<file path="config.mk">
export PLATFORM = sky130hd
export DESIGN_NAME = force_release_pipe_array
export DESIGN_NICKNAME = d
export VERILOG_FILES = /design/src/rtl/force_release_pipe_array.sv
export SDC_FILE = /design/constraint.sdc
export NUM_CORES = 1
export LEC_CHECK = 0
export BUFFER_PORTS_ARGS = -buffer_cell sky130_fd_sc_hd__buf_4
export CAP_MARGIN = 20
export CELL_PAD_IN_SITES_DETAIL_PLACEMENT = 0
export CELL_PAD_IN_SITES_GLOBAL_PLACEMENT = 1
export CORE_MARGIN = 2
export CORE_UTILIZATION = 47
export CTS_BUF_LIST = sky130_fd_sc_hd__clkbuf_4
export DETAILED_ROUTE_END_ITERATION = 7
export PLACE_DENSITY_LB_ADDON = 0.1
export SETUP_SLACK_MARGIN = 0.4
export SYNTH_ARGS = -nofsm -noshare
export SYNTH_HDL_FRONTEND = slang
export SYNTH_SLANG_ARGS = --single-unit
</file>
<file path="constraint.sdc">
create_clock -name clk -period 4.9 [get_ports clk]
set_input_delay 0.245 -clock clk [delete_from_list [all_inputs] [get_ports clk]]
set_output_delay 0.245 -clock clk [all_outputs]
set_load 0.01 [all_outputs]
</file>
<file path="src/rtl/force_release_pipe_array.sv">
// Array of independent registered delay pipes with per-channel edge-triggered force/release
// overrides, a global release, and a saturating count of accepted force events.
module force_release_pipe_array #(
    parameter int NUM_CH     = 8,
    parameter int DATA_W     = 1,
    parameter int DEPTH      = 8,
    parameter int FORCE_MODE = 0,
    parameter int CNT_W      = 16
) (
    input  logic                       clk,
    input  logic                       rst_n,
    input  logic [NUM_CH*DATA_W-1:0]   i_a,
    input  logic [NUM_CH-1:0]          en,
    input  logic [NUM_CH*DATA_W-1:0]   force_val,
    input  logic                       release_all,
    output logic [NUM_CH*DATA_W-1:0]   o_a,
    output logic [NUM_CH-1:0]          force_active,
    output logic [CNT_W-1:0]           force_cnt
);

    localparam int POP_W = $clog2(NUM_CH + 1);
    localparam int EXT_W = CNT_W + POP_W;

    logic [NUM_CH-1:0] en_q;
    logic [NUM_CH-1:0] forced_q;
    logic [NUM_CH-1:0] forced_d;
    logic [NUM_CH-1:0] rise;
    logic [NUM_CH-1:0] fall;
    logic [NUM_CH-1:0] accept;
    logic [CNT_W-1:0]  force_cnt_q;
    logic [CNT_W-1:0]  force_cnt_d;
    logic [POP_W-1:0]  pop;
    logic [EXT_W-1:0]  cnt_sum;

    assign rise   = en & ~en_q;
    assign fall   = ~en & en_q;
    // release_all masks a coincident rise, so that edge is lost rather than deferred
    assign accept = rise & ~{NUM_CH{release_all}};

    always_comb begin
        forced_d = forced_q;
        for (int c = 0; c < NUM_CH; c++) begin
            if (release_all || fall[c]) begin
                forced_d[c] = 1'b0;
            end else if (rise[c]) begin
                forced_d[c] = 1'b1;
            end
        end
    end

    always_comb begin
        pop = '0;
        for (int c = 0; c < NUM_CH; c++) begin
            pop = pop + POP_W'(accept[c]);
        end
        cnt_sum = EXT_W'(force_cnt_q) + EXT_W'(pop);
        if (|cnt_sum[EXT_W-1:CNT_W]) begin
            force_cnt_d = '1;
        end else begin
            force_cnt_d = cnt_sum[CNT_W-1:0];
        end
    end

    always_ff @(posedge clk or negedge rst_n) begin
        if (!rst_n) begin
            en_q        <= '0;
            forced_q    <= '0;
            force_cnt_q <= '0;
        end else begin
            en_q        <= en;
            forced_q    <= forced_d;
            force_cnt_q <= force_cnt_d;
        end
    end

    assign force_active = forced_q;
    assign force_cnt    = force_cnt_q;

    for (genvar gi = 0; gi < NUM_CH; gi++) begin : g_ch
        logic [DATA_W-1:0] fval_q;
        logic [DATA_W-1:0] stage_q [DEPTH];
        logic [DATA_W-1:0] in0;
        logic [DATA_W-1:0] pipe_out;

        always_ff @(posedge clk or negedge rst_n) begin
            if (!rst_n) begin
                fval_q <= '0;
                for (int k = 0; k < DEPTH; k++) begin
                    stage_q[k] <= '0;
                end
            end else begin
                if (accept[gi]) begin
                    fval_q <= force_val[gi*DATA_W +: DATA_W];
                end
                stage_q[0] <= in0;
                for (int k = 1; k < DEPTH; k++) begin
                    stage_q[k] <= stage_q[k-1];
                end
            end
        end

        assign pipe_out = stage_q[DEPTH-1];

        // Mode 1 injects the override at the head so it travels the pipe; mode 0 muxes the tail
        if (FORCE_MODE == 1) begin : g_in_force
            assign in0                       = forced_q[gi] ? fval_q : i_a[gi*DATA_W +: DATA_W];
            assign o_a[gi*DATA_W +: DATA_W]  = pipe_out;
        end else begin : g_out_force
            assign in0                       = i_a[gi*DATA_W +: DATA_W];
            assign o_a[gi*DATA_W +: DATA_W]  = forced_q[gi] ? fval_q : pipe_out;
        end
    end

endmodule
</file>
Word level (Yosys, flattened, before mapping)
Index checks and enable logic that the tools add are counted.

Bitwise logic cells: 6. Add/sub/neg operators: 8. Multiplexer cells: 25. Reductions and logical operators: 17.

Operator list (number): $and 8x8->8 (3); $mux 1 (24); $not 8->8 (3); $add 16x4->17 (1); $add 4x1->4 (4); $mux 16 (1); $reduce_bool 2->1 (8); $logic_or 1x1->1 (8); $add 3x1->4 (1); $reduce_or 4->1 (1); $add 2x1->3 (1); $add 1x1->2 (1).

Output and inout port bits: 32. Word-level logic and storage cells: 138. Bits in registers: 104.

Longest topological paths before layout
Gate-level depths: netlist of the first run.

Depth after elaboration: 13. Gate-level depth with buffers: 14. Depth with buffers taken out: 13.

Least setup slack after synthesis of the first run
OpenSTA, ideal clock, no wires.

Path kind: input-to-reg. Start: input release_all. End: register force_cnt_q[10] (netlist: force_cnt[10]). Data required time: 4.831 ns. Cell stages on the path: 14. Setup time: 0.069 ns. Data arrival time: 3.672 ns. Path slack: 1.160 ns. Path buffers: 2. Cell sequence: clkbuf_1 -> nor3b_1 -> fa_1 -> inv_1 -> fa_1 -> fa_1 -> fa_1 -> inv_1 -> fa_1 -> nand3_1 -> a21o_1 -> or3_4 -> buf_6 -> nand3_1.

Longest elaborated chain between the ends: 12.

RTL lines: start, declared (RTL line 15) `input logic release_all,`; $not 8->8 * (RTL line 38) `assign accept = rise & ~{NUM_CH{release_all}};`; $and 8x8->8 * (RTL line 38); via accept[0] (RTL line 29) `logic [NUM_CH-1:0] accept;`; $add 1x1->2 * (RTL line 54) `pop = pop + POP_W'(accept[c]);`; $add 2x1->3 * (RTL line 54); $add 3x1->4 * (RTL line 54); $add 4x1->4 * (4 in a row) (RTL line 54); $add 16x4->17 * (RTL line 56) `cnt_sum = EXT_W'(force_cnt_q) + EXT_W'(pop);`; $reduce_or 4->1 (RTL line 57) `if (|cnt_sum[EXT_W-1:CNT_W]) begin`; $mux 16 * (RTL line 57); via force_cnt_d[10] (RTL line 31) `logic [CNT_W-1:0] force_cnt_d;`; end signal, assigned (RTL line 72) `force_cnt_q <= force_cnt_d;`; end, declared (RTL line 30) `logic [CNT_W-1:0] force_cnt_q;`.

The timed path passes the listed nets; every way through them passes the cells marked *. A chain may end at the register's enable or synchronous reset.

Worst setup path after layout of the first run
Start: input en[0]. End: register force_cnt_q[7] (netlist: force_cnt[7]).

Longest elaborated chain between the ends: 12.

RTL lines: start, declared (RTL line 13) `input logic [NUM_CH-1:0] en,`; $and 8x8->8 * (RTL line 35) `assign rise = en & ~en_q;`; $and 8x8->8 * (RTL line 38); via accept[0] (RTL line 29); $add 1x1->2 * (RTL line 54); $add 2x1->3 * (RTL line 54); $add 3x1->4 * (RTL line 54); $add 4x1->4 * (4 in a row) (RTL line 54); $add 16x4->17 * (RTL line 56); $reduce_or 4->1 (RTL line 57); $mux 16 * (RTL line 57); via force_cnt_d[7] (RTL line 31).

Marked as above.

==> impl_metrics.env, run 1 <==
export IMPL_status="finished, final reports clean"
export IMPL_antenna_found_initial=0
export IMPL_cp_data_arrival_time_ps=4430
export IMPL_clk_pin_slew_worst_paths_ps=160
export IMPL_cts_root_buf="clkbuf_4"
export IMPL_synth_cell_area_um2=3560
export IMPL_synth_warning_count=0
export IMPL_drt_iter0_markers=75
export IMPL_cts_resized_gates=0
export IMPL_yosys_area_top_type_share=0.731
export IMPL_dpl_hpwl_um=3920
export IMPL_start_util=0.489
export IMPL_switching_share=0.292
export IMPL_drt_wl_total_um=5540
export IMPL_synth_common_cells="dfrtp_1, nor2_1, mux2_2, nand2_1, o21ai_0"
export IMPL_timing_rr_end="force_cnt[7]"
export IMPL_worstRegToRegCells=12
export IMPL_fin_crit_ps=4050
export IMPL_hold_viol=0
export IMPL_dp_worst_setup_slack_ps=810
export IMPL_ios=59
export IMPL_synthToLayoutAreaGrowth_pct=24.8
export IMPL_p_int_w=0.00125
export IMPL_critPathMaxFanout=13
export IMPL_die_w_um=91.1
export IMPL_fin_nets=370
export IMPL_cts_tree="built"
export IMPL_clk_latency_ps=420
export IMPL_core_area_um2=7290
export IMPL_synth_top_cell_by_area="dfrtp_1"
export IMPL_portBuffers=58
export IMPL_post_cts_setup_buffers=0
export IMPL_ys_seq_area_frac=0.731
export IMPL_tightest_slew_ps=874
export IMPL_first_global_vias=1997
export IMPL_p_sw_w=0.000516
export IMPL_clock_sinks=104
export IMPL_place_gp_congestion=0.705
export IMPL_grt_pass1_wl_um=9300
export IMPL_synth_most_common_cell="dfrtp_1"
export IMPL_rrSetupSlack_ps=890
export IMPL_setup_viol=0
export IMPL_dieArea_um2=8290
export IMPL_syn_avg_cell_area_um2=14.6
export IMPL_vias=2048
export IMPL_wire_per_inst_um=12.7
export IMPL_finalWorstSetupSlack_ps=847
export IMPL_cts_buffers=9
export IMPL_syn_nets=282
export IMPL_hp_class="in -> reg"
export IMPL_grt_max_degree=75
export IMPL_maxSlewViolCount=0
export IMPL_ant_nets=0
export IMPL_final_layout_size_suffix_gt1_frac=0.303
export IMPL_min_path_cells=2
export IMPL_p_clk_frac=0.229
export IMPL_final_util=0.610
export IMPL_fmax_mhz=247
export IMPL_critPathLaunchType="input port"
export IMPL_first_pass_iters=4
export IMPL_crit_path_end_kind="flip-flop"
export IMPL_grt_remaining_overflow=0
export IMPL_r2r_start="en_q[0]"
export IMPL_tns_ps=0
export IMPL_n_antenna_cell=0
export IMPL_synthFlopType="dfrtp_1"
export IMPL_die_y_um=91.1
export IMPL_p_comb_frac=0.205
export IMPL_synth_edf_count=0
export IMPL_relSlewSlack=0.417
export IMPL_fin_skew_ps=11.4
export IMPL_viasPerCell=4.70
export IMPL_std_cell_rows=31
export IMPL_powerDensity_nw_per_um2=398
export IMPL_cap_viol_max_count=0
export IMPL_synth_area_leaders="dfrtp_1, mux2_2, fa_1, ha_1, nor2_1"
export IMPL_clockBufferDepth=2
export IMPL_vdd_drop_max_mv=0.214
export IMPL_yosysUniqueCellTypes=33
export IMPL_post_route_period_util=0.827
export IMPL_finalPower_w=0.00177
export IMPL_crit_path_start="en[0]"
export IMPL_p_seq_frac=0.566
export IMPL_async_flop_share=1.00
export IMPL_timing_hold_ws_ps=47.2
export IMPL_rsz0062_at_grt="no"
export IMPL_p_leak_nw=2.11
export IMPL_yosys_register_bits=104
export IMPL_grt_usage=0.144
export IMPL_worst_setup_path_type="in -> reg"
export IMPL_synthCells=244
export IMPL_crit_end="force_cnt[7]"
export IMPL_h_tree_depth=3
export IMPL_worstPathRequired_ps=5280
export IMPL_drc=0
==> layer usage <==
| layer | vias to the layer above | wire length, um | track usage |
|---|---|---|---|
| met5 | - | 0 | 0 |
| met4 | 0 | 60 | 0.0379 |
| met3 | 5 | 286 | 0.0523 |
| met2 | 51 | 2650 | 0.223 |
| met1 | 1005 | 2540 | 0.194 |
| li1 | 987 | - | - |
==> through the flow <==
step,cell area (um^2),instances
2_1_floorplan,3560,244
3_3_place_gp,4110,400
3_5_place_dp,4110,400
4_1_cts,4430,434
5_1_grt,4450,436
6_report,4450,436
==> final cells by class <==
type | instances | area (um^2)
clock buffers | 10 | 75.1
multi-input cells | 127 | 903
clock inverters | 6 | 56.3
flip-flops and latches | 104 | 2600
fillers | 588 | 2850
well taps | 99 | 124
repair buffers | 79 | 643
inverters | 11 | 41.3
==> flip-flops by register name (all words and copies together), names as in the netlist <==
signal         flops
en_q               8
g_ch.fval_q        8
force_active       8
g_ch.stage_q      56
force_cnt         16
g_ch.pipe_out      8
==> logic make-up (layout without fill, tap and decap cells) <==
| group | Yosys count | count (layout) | share of synthesized area |
|---|---|---|---|
| compound gates | 27 | 27 | 0.0432 |
| xor+xnor | 5 | 5 | 0.0123 |
| fa+ha+maj | 11 | 11 | 0.0492 |
| buf+inv | 13 | 106 | 0.0158 |
| flops | 104 | 104 | 0.731 |
| mux | 18 | 18 | 0.0565 |
| simple gates | 66 | 66 | 0.0924 |
==> worst max-delay path, stage by stage <==
cell and delay [ps]:
dlygate4sd3_1 530, buf_4 120, nor3b_1 370, fa_1 490, inv_1 70, fa_1 430
fa_1 480, fa_1 400, inv_1 80, fa_1 200, nand3_1 100, a21o_1 220
or3_4 480, a21bo_1 210
==> timing repair <==
action                                 CTS  global route
endpoints found under the hold margin   47             2
setup endpoints to repair                0             0
hold buffers                            18             2
==> cell usage in the layout, fill, tap and decap left out, types with 3 or more instances in the layout <==
cell type	Yosys	routed
nand2b_1	3	3
xnor2_1	3	3
buf_4	0	59
inv_1	11	11
dfrtp_1	104	104
a21oi_1	9	9
o21ai_0	12	12
ha_1	6	6
or2_2	4	4
fa_1	5	5
mux2_2	17	17
or3_1	3	3
nand3_1	10	10
clkbuf_4	0	10
nand2_1	17	17
nor2_1	18	18
dlygate4sd3_1	0	20
inv_6	0	3
==> power by group through the flow <==
stage / clock network, W / logic (W) / registers, W
floorplan: 0 / 0.000187 / 0.00102
global placement: 0 / 0.000350 / 0.00102
detailed placement: 0 / 0.000356 / 0.00102
CTS: 0.000427 / 0.000370 / 0.00100
global route: 0.000464 / 0.000405 / 0.00101
finish: 0.000406 / 0.000363 / 0.00100
==> worst min path at each step <==
stage                            start              end  slack (ps)
after floorplan                  rst_n          en_q[0]         -50
after global placement           rst_n  force_active[1]         200
after detailed placement         rst_n          en_q[5]         200
after CTS                 force_val[0]   g_ch[0].fval_q           8
after global routing      force_val[3]   g_ch[3].fval_q           4
final                     force_val[2]   g_ch[2].fval_q          50
(Power assumes the default switching activity.)
==> run 2: changes to the inputs <==
--- a/config.mk
+++ b/config.mk
@@ -10,7 +10,7 @@
 export CELL_PAD_IN_SITES_DETAIL_PLACEMENT = 0
 export CELL_PAD_IN_SITES_GLOBAL_PLACEMENT = 1
 export CORE_MARGIN = 2
-export CORE_UTILIZATION = 47
+export CORE_UTILIZATION = 43
 export CTS_BUF_LIST = sky130_fd_sc_hd__clkbuf_4
 export DETAILED_ROUTE_END_ITERATION = 7
 export PLACE_DENSITY_LB_ADDON = 0.1
==> constraint.sdc (replaced) <==
create_clock -name clk -period 3.34 [get_ports clk]
set_input_delay 0.167 -clock clk [delete_from_list [all_inputs] [get_ports clk]]
set_output_delay 0.167 -clock clk [all_outputs]
set_load 0.01 [all_outputs]
==> impl_metrics.env, run 2 (same netlist as run 1, synthesis figures left out) <==
export IMPL_stdcell_area_um2=4740
export IMPL_setup_viol=16
export IMPL_p_leak_nw=2.24
export IMPL_wire_per_inst_um=13.2
export IMPL_final_cell_mix="dfrtp_1, buf_4, dlygate4sd3_1"
export IMPL_critPathLaunchType="flip-flop"
export IMPL_largest_register_ffs=56
export IMPL_crit_path_start="en_q[2]"
export IMPL_hp_class="in -> reg"
export IMPL_place_area_um2=4250
export IMPL_critPathMaxFanout=7
export IMPL_grt_remaining_overflow=0
export IMPL_fmax_mhz=276
export IMPL_n_antenna_cell=0
export IMPL_grt_max_degree=50
export IMPL_cts_root_buf="clkbuf_4"
export IMPL_vdd_drop_max_mv=0.326
export IMPL_final_layout_size_suffix_gt1_frac=0.370
export IMPL_slowest_delay_ps=460
export IMPL_synthToLayoutAreaGrowth_pct=33.0
export IMPL_clock_sinks=104
export IMPL_clk_latency_ps=440
export IMPL_drt_iter0_markers=54
export IMPL_finalPower_w=0.00269
export IMPL_relSlewSlack=0.594
export IMPL_drc=0
export IMPL_h_tree_depth=3
export IMPL_vias=2166
export IMPL_cts_buffers=9
export IMPL_grt_pass1_wl_um=9870
export IMPL_violations="setup timing"
export IMPL_grt_usage=0.147
export IMPL_start_util=0.438
export IMPL_cp_top_family="adder cells"
export IMPL_fill_cells=683
export IMPL_crit_chain="nor3b_2, fa_1, inv_1, fa_1, fa_1, fa_2, inv_2, fa_2, nand3_2, a21o_4, or3_4, a21bo_1"
export IMPL_clk_pin_slew_worst_paths_ps=170
export IMPL_hold_path_startpoint="release_all"
export IMPL_cpMaxStageDelayCell="fa_1"
export IMPL_top_register="g_ch.stage_q"
export IMPL_cp_data_arrival_time_ps=4020
export IMPL_timing_hold_ws_ps=67.9
export IMPL_status="complete, but fails checks"
export IMPL_cap_viol_max_count=0
export IMPL_layout_commonest_cell="dfrtp_1"
export IMPL_first_pass_iters=4
export IMPL_die_y_um=95.0
export IMPL_crit_path_end_kind="flip-flop"
export IMPL_fin_cells=467
export IMPL_ios=59
export IMPL_place_gp_congestion=0.787
export IMPL_finalWorstSetupSlack_ps=-282
export IMPL_fin_nets=395
export IMPL_fin_crit_ps=3620
export IMPL_r2r_start="en_q[2]"
export IMPL_dieArea_um2=9030
export IMPL_powerDensity_nw_per_um2=568
export IMPL_dpl_hpwl_um=4070
export IMPL_drt_wl_total_um=6150
export IMPL_crit_top_cell="fa_1"
export IMPL_worst_setup_path_type="reg -> reg"
export IMPL_rsz0062_at_grt="yes"
export IMPL_maxSlewViolCount=0
export IMPL_core_area_um2=8130
export IMPL_viasPerCell=4.64
export IMPL_die_w_um=95.0
export IMPL_post_route_period_util=1.08
export IMPL_std_cell_rows=33
export IMPL_portBuffers=58
export IMPL_dp_cells=421
export IMPL_antenna_found_initial=0
export IMPL_fin_skew_ps=24.8
export IMPL_ant_nets=0
export IMPL_hold_viol=0
export IMPL_path_buf_inv=2
export IMPL_final_util=0.583
export IMPL_tightest_slew_ps=609
export IMPL_worstPathRequired_ps=3740
export IMPL_first_global_vias=2055
export IMPL_clockBufferDepth=2
export IMPL_cts_tree="built"
-- run 2: final cells by class --
class / instances / area, um^2 / area share
inverter: 11 / 41.3 / 0.00871
multi-input combinational: 128 / 972 / 0.205
clock inverter: 7 / 85.1 / 0.0180
sequential: 104 / 2600 / 0.549
tap: 105 / 131 / 0.0277
clock buffer: 9 / 67.6 / 0.0143
timing repair buffer: 103 / 838 / 0.177
-- run 2: final timing paths --
path | end | slack (ps) | cells past startpoint
min | force_active[3] | 70 | 3
max | force_cnt[7] | -280 | 12
min reg2reg | g_ch[3].stage_q[2] | 350 | 0
min in group asynchronous | force_cnt[6] | 260 | 2
max in group asynchronous | g_ch[4].stage_q[3] | 2270 | 3
max reg2reg | force_cnt[7] | -280 | 12
-- run 2: repair_timing --
action / CTS / global route
pin swaps: 3 / 2
cloned: 1 / 0
hold endpoints to repair: 77 / 0
setup endpoints to repair: 16 / 16
hold buffers: 26 / 0
setup buffers: 1 / 2
gates resized for setup: 1 / 9
-- run 2: power breakdown --
group / switching, W / internal, W
sequential: 0.0000849 / 0.00138
clock: 0.000447 / 0.000179
combinational: 0.000279 / 0.000319
total: 0.000811 / 0.00188
-- run 2: per-stage QoR --
stage	TNS [ps]	setup slack [ps]
after floorplan	-2140	-180
after global placement	-3190	-307
after detailed placement	-4280	-382
after CTS	-3460	-305
after global routing	-5330	-429
final	-3040	-282
-- run 2: worst min-delay path: stages --
cell and delay, ps:
buf_4 120, buf_4 140, nor2_1 50
-- run 2: layer usage --
| metal | track usage | routed length, um | up-vias |
|---|---|---|---|
| li1 | - | - | 1040 |
| met1 | 0.217 | 3090 | 1079 |
| met2 | 0.209 | 2750 | 39 |
| met3 | 0.0348 | 213 | 8 |
| met4 | 0.0616 | 94 | 0 |
| met5 | 0 | 0 | - |
==> run 3: changes to the inputs <==
--- a/config.mk
+++ b/config.mk
@@ -10,11 +10,10 @@
 export CELL_PAD_IN_SITES_DETAIL_PLACEMENT = 0
 export CELL_PAD_IN_SITES_GLOBAL_PLACEMENT = 1
 export CORE_MARGIN = 2
-export CORE_UTILIZATION = 43
+export CORE_UTILIZATION = 50
 export CTS_BUF_LIST = sky130_fd_sc_hd__clkbuf_4
 export DETAILED_ROUTE_END_ITERATION = 7
-export PLACE_DENSITY_LB_ADDON = 0.1
-export SETUP_SLACK_MARGIN = 0.4
+export PLACE_DENSITY_LB_ADDON = 0.3
 export SYNTH_ARGS = -nofsm -noshare
 export SYNTH_HDL_FRONTEND = slang
 export SYNTH_SLANG_ARGS = --single-unit
==> constraint.sdc (replaced) <==
create_clock -name clk -period 4.7 [get_ports clk]
set_input_delay 0.235 -clock clk [delete_from_list [all_inputs] [get_ports clk]]
set_output_delay 0.235 -clock clk [all_outputs]
set_load 0.01 [all_outputs]
==> impl_metrics.env, run 3 (same netlist as run 1, synthesis figures left out) <==
export IMPL_rsz0062_at_grt="no"
export IMPL_grt_pass1_wl_um=8930
export IMPL_dpl_hpwl_um=3750
export IMPL_relSlewSlack=0.395
export IMPL_vdd_drop_max_mv=0.321
export IMPL_viasPerCell=4.64
export IMPL_fill_cells=530
export IMPL_cts_resized_gates=0
export IMPL_maxSlewViolCount=0
export IMPL_worst_setup_path_type="in -> reg"
export IMPL_p_int_w=0.00136
export IMPL_path_buf_inv=4
export IMPL_cts_hold_buffers_added=25
export IMPL_post_cts_setup_buffers=0
export IMPL_first_global_vias=1932
export IMPL_drt_wl_total_um=5500
export IMPL_p_clk_frac=0.254
export IMPL_hp_class="in -> reg"
export IMPL_crit_chain="dlygate4sd3_1, buf_4, nor3b_1, fa_1, inv_1, fa_1, fa_1, fa_1, inv_1, fa_1, nand3_1, a21o_1, or3_4, a21bo_1"
export IMPL_ant_nets=0
export IMPL_top_register="g_ch.stage_q"
export IMPL_status="finished, final reports clean"
export IMPL_clk_pin_slew_worst_paths_ps=160
export IMPL_fin_skew_ps=14.0
export IMPL_stdcell_area_um2=4520
export IMPL_fmax_mhz=247
export IMPL_cap_viol_max_count=0
export IMPL_powerDensity_nw_per_um2=421
export IMPL_post_route_period_util=0.860
export IMPL_worstPathRequired_ps=5100
export IMPL_fin_nets=375
export IMPL_std_cell_rows=30
export IMPL_p_leak_nw=2.14
export IMPL_tightest_slew_ps=907
export IMPL_setup_viol=0
export IMPL_ios=59
export IMPL_place_gp_congestion=0.811
export IMPL_final_layout_size_suffix_gt1_frac=0.298
export IMPL_grt_remaining_overflow=0
export IMPL_dieArea_um2=7820
export IMPL_start_util=0.521
export IMPL_h_tree_depth=3
export IMPL_finalPower_w=0.00190
export IMPL_switching_share=0.286
export IMPL_cts_buffers=9
export IMPL_critPathMaxFanout=13
export IMPL_final_util=0.662
export IMPL_portBuffers=58
export IMPL_crit_top_cell="fa_1"
export IMPL_clk_latency_ps=450
export IMPL_fin_crit_ps=4040
export IMPL_dp_cells=397
export IMPL_drc=0
export IMPL_clockBufferDepth=2
export IMPL_grt_max_degree=77
export IMPL_core_area_um2=6830
export IMPL_crit_path_end_kind="flip-flop"
export IMPL_final_cell_mix="dfrtp_1, buf_4, dlygate4sd3_1"
export IMPL_layout_area_seq_um2=2600
export IMPL_first_pass_iters=4
export IMPL_layout_commonest_cell="dfrtp_1"
export IMPL_die_w_um=88.4
export IMPL_cp_top_family="adder cells"
export IMPL_die_y_um=88.4
export IMPL_antenna_found_initial=0
export IMPL_cts_tree="built"
export IMPL_p_comb_frac=0.199
export IMPL_cpMaxStageDelayCell="dlygate4sd3_1"
export IMPL_vias=2034
export IMPL_hold_viol=0
export IMPL_largest_register_ffs=56
export IMPL_cts_root_buf="clkbuf_4"
export IMPL_multi_input_area_um2=903
export IMPL_slowest_delay_ps=530
export IMPL_p_sw_w=0.000545
export IMPL_tns_ps=0
export IMPL_place_area_um2=4110
export IMPL_wire_per_inst_um=12.6
export IMPL_critPathLaunchType="input port"
export IMPL_grt_usage=0.155
export IMPL_drt_iter0_markers=65
export IMPL_p_seq_frac=0.546
export IMPL_n_antenna_cell=0
export IMPL_cp_data_arrival_time_ps=4450
export IMPL_fin_cells=438
export IMPL_synthToLayoutAreaGrowth_pct=26.9
export IMPL_clock_sinks=104
## run 3: cell types whose count changed in the layout (fill, tap and decap cells not counted), moves of 2 or more
cell	change
nand2_2	-4
buf_4	-18
or3_4	-2
nand2_1	+4
clkinv_4	-2
fa_1	+2
clkinv_8	-2
inv_6	+2
nor3b_1	+2
fa_2	-2
## run 3: area by class of cell
type,instances,area share
Multi-Input combinational cell,127,0.200
Tap cell,96,0.0266
Inverter,11,0.00913
Timing Repair Buffer,84,0.153
Clock buffer,9,0.0149
Sequential cell,104,0.576
Clock inverter,7,0.0208
## run 3: metal layers
metal  track usage  wire, um  part of all wire
met1         0.210      2570              0.47
met2         0.234      2580              0.47
met3        0.0616       301             0.055
met4        0.0496        52            0.0094
met5             0         0                 0
## run 3: path summary, 6_finish.rpt
path,startpoint,end,slack [ps],cells after the start
max in group asynchronous,rst_n,g_ch[0].stage_q[3],3250,3
min in group asynchronous,rst_n,g_ch[5].fval_q,220,2
max reg2reg,en_q[0],force_cnt[7],660,12
min,release_all,force_active[6],40,2
max,en[0],force_cnt[7],660,14
min reg2reg,g_ch[2].stage_q[1],g_ch[2].pipe_out,350,0
## run 3: worst register-to-register path: cells and delay by family (launching register included)
family / cells / cell delay [ps]
AND/OR/NAND/NOR: 3 / 1000
AO/OA/AOI/OAI: 2 / 430
flip-flops: 1 / 410
adder cells (fa/ha/maj): 5 / 1980
buffers and inverters: 2 / 160
## run 3: through the flow
| step | setup WS, ps | hold WS (ps) |
|---|---|---|
| final | 657 | 44.9 |
| after global routing | 463 | 15.7 |
| after CTS | 600 | 9.69 |
| after detailed placement | 607 | 175 |
| after global placement | 688 | 175 |
| after floorplan | 970 | -60.6 |
## run 3: power groups by stage
stage	logic, W	registers (W)	clock network [W]
finish	0.000380	0.00104	0.000484
global route	0.000427	0.00105	0.000543
CTS	0.000386	0.00104	0.000507
detailed placement	0.000369	0.00106	0
global placement	0.000363	0.00106	0
floorplan	0.000195	0.00107	0
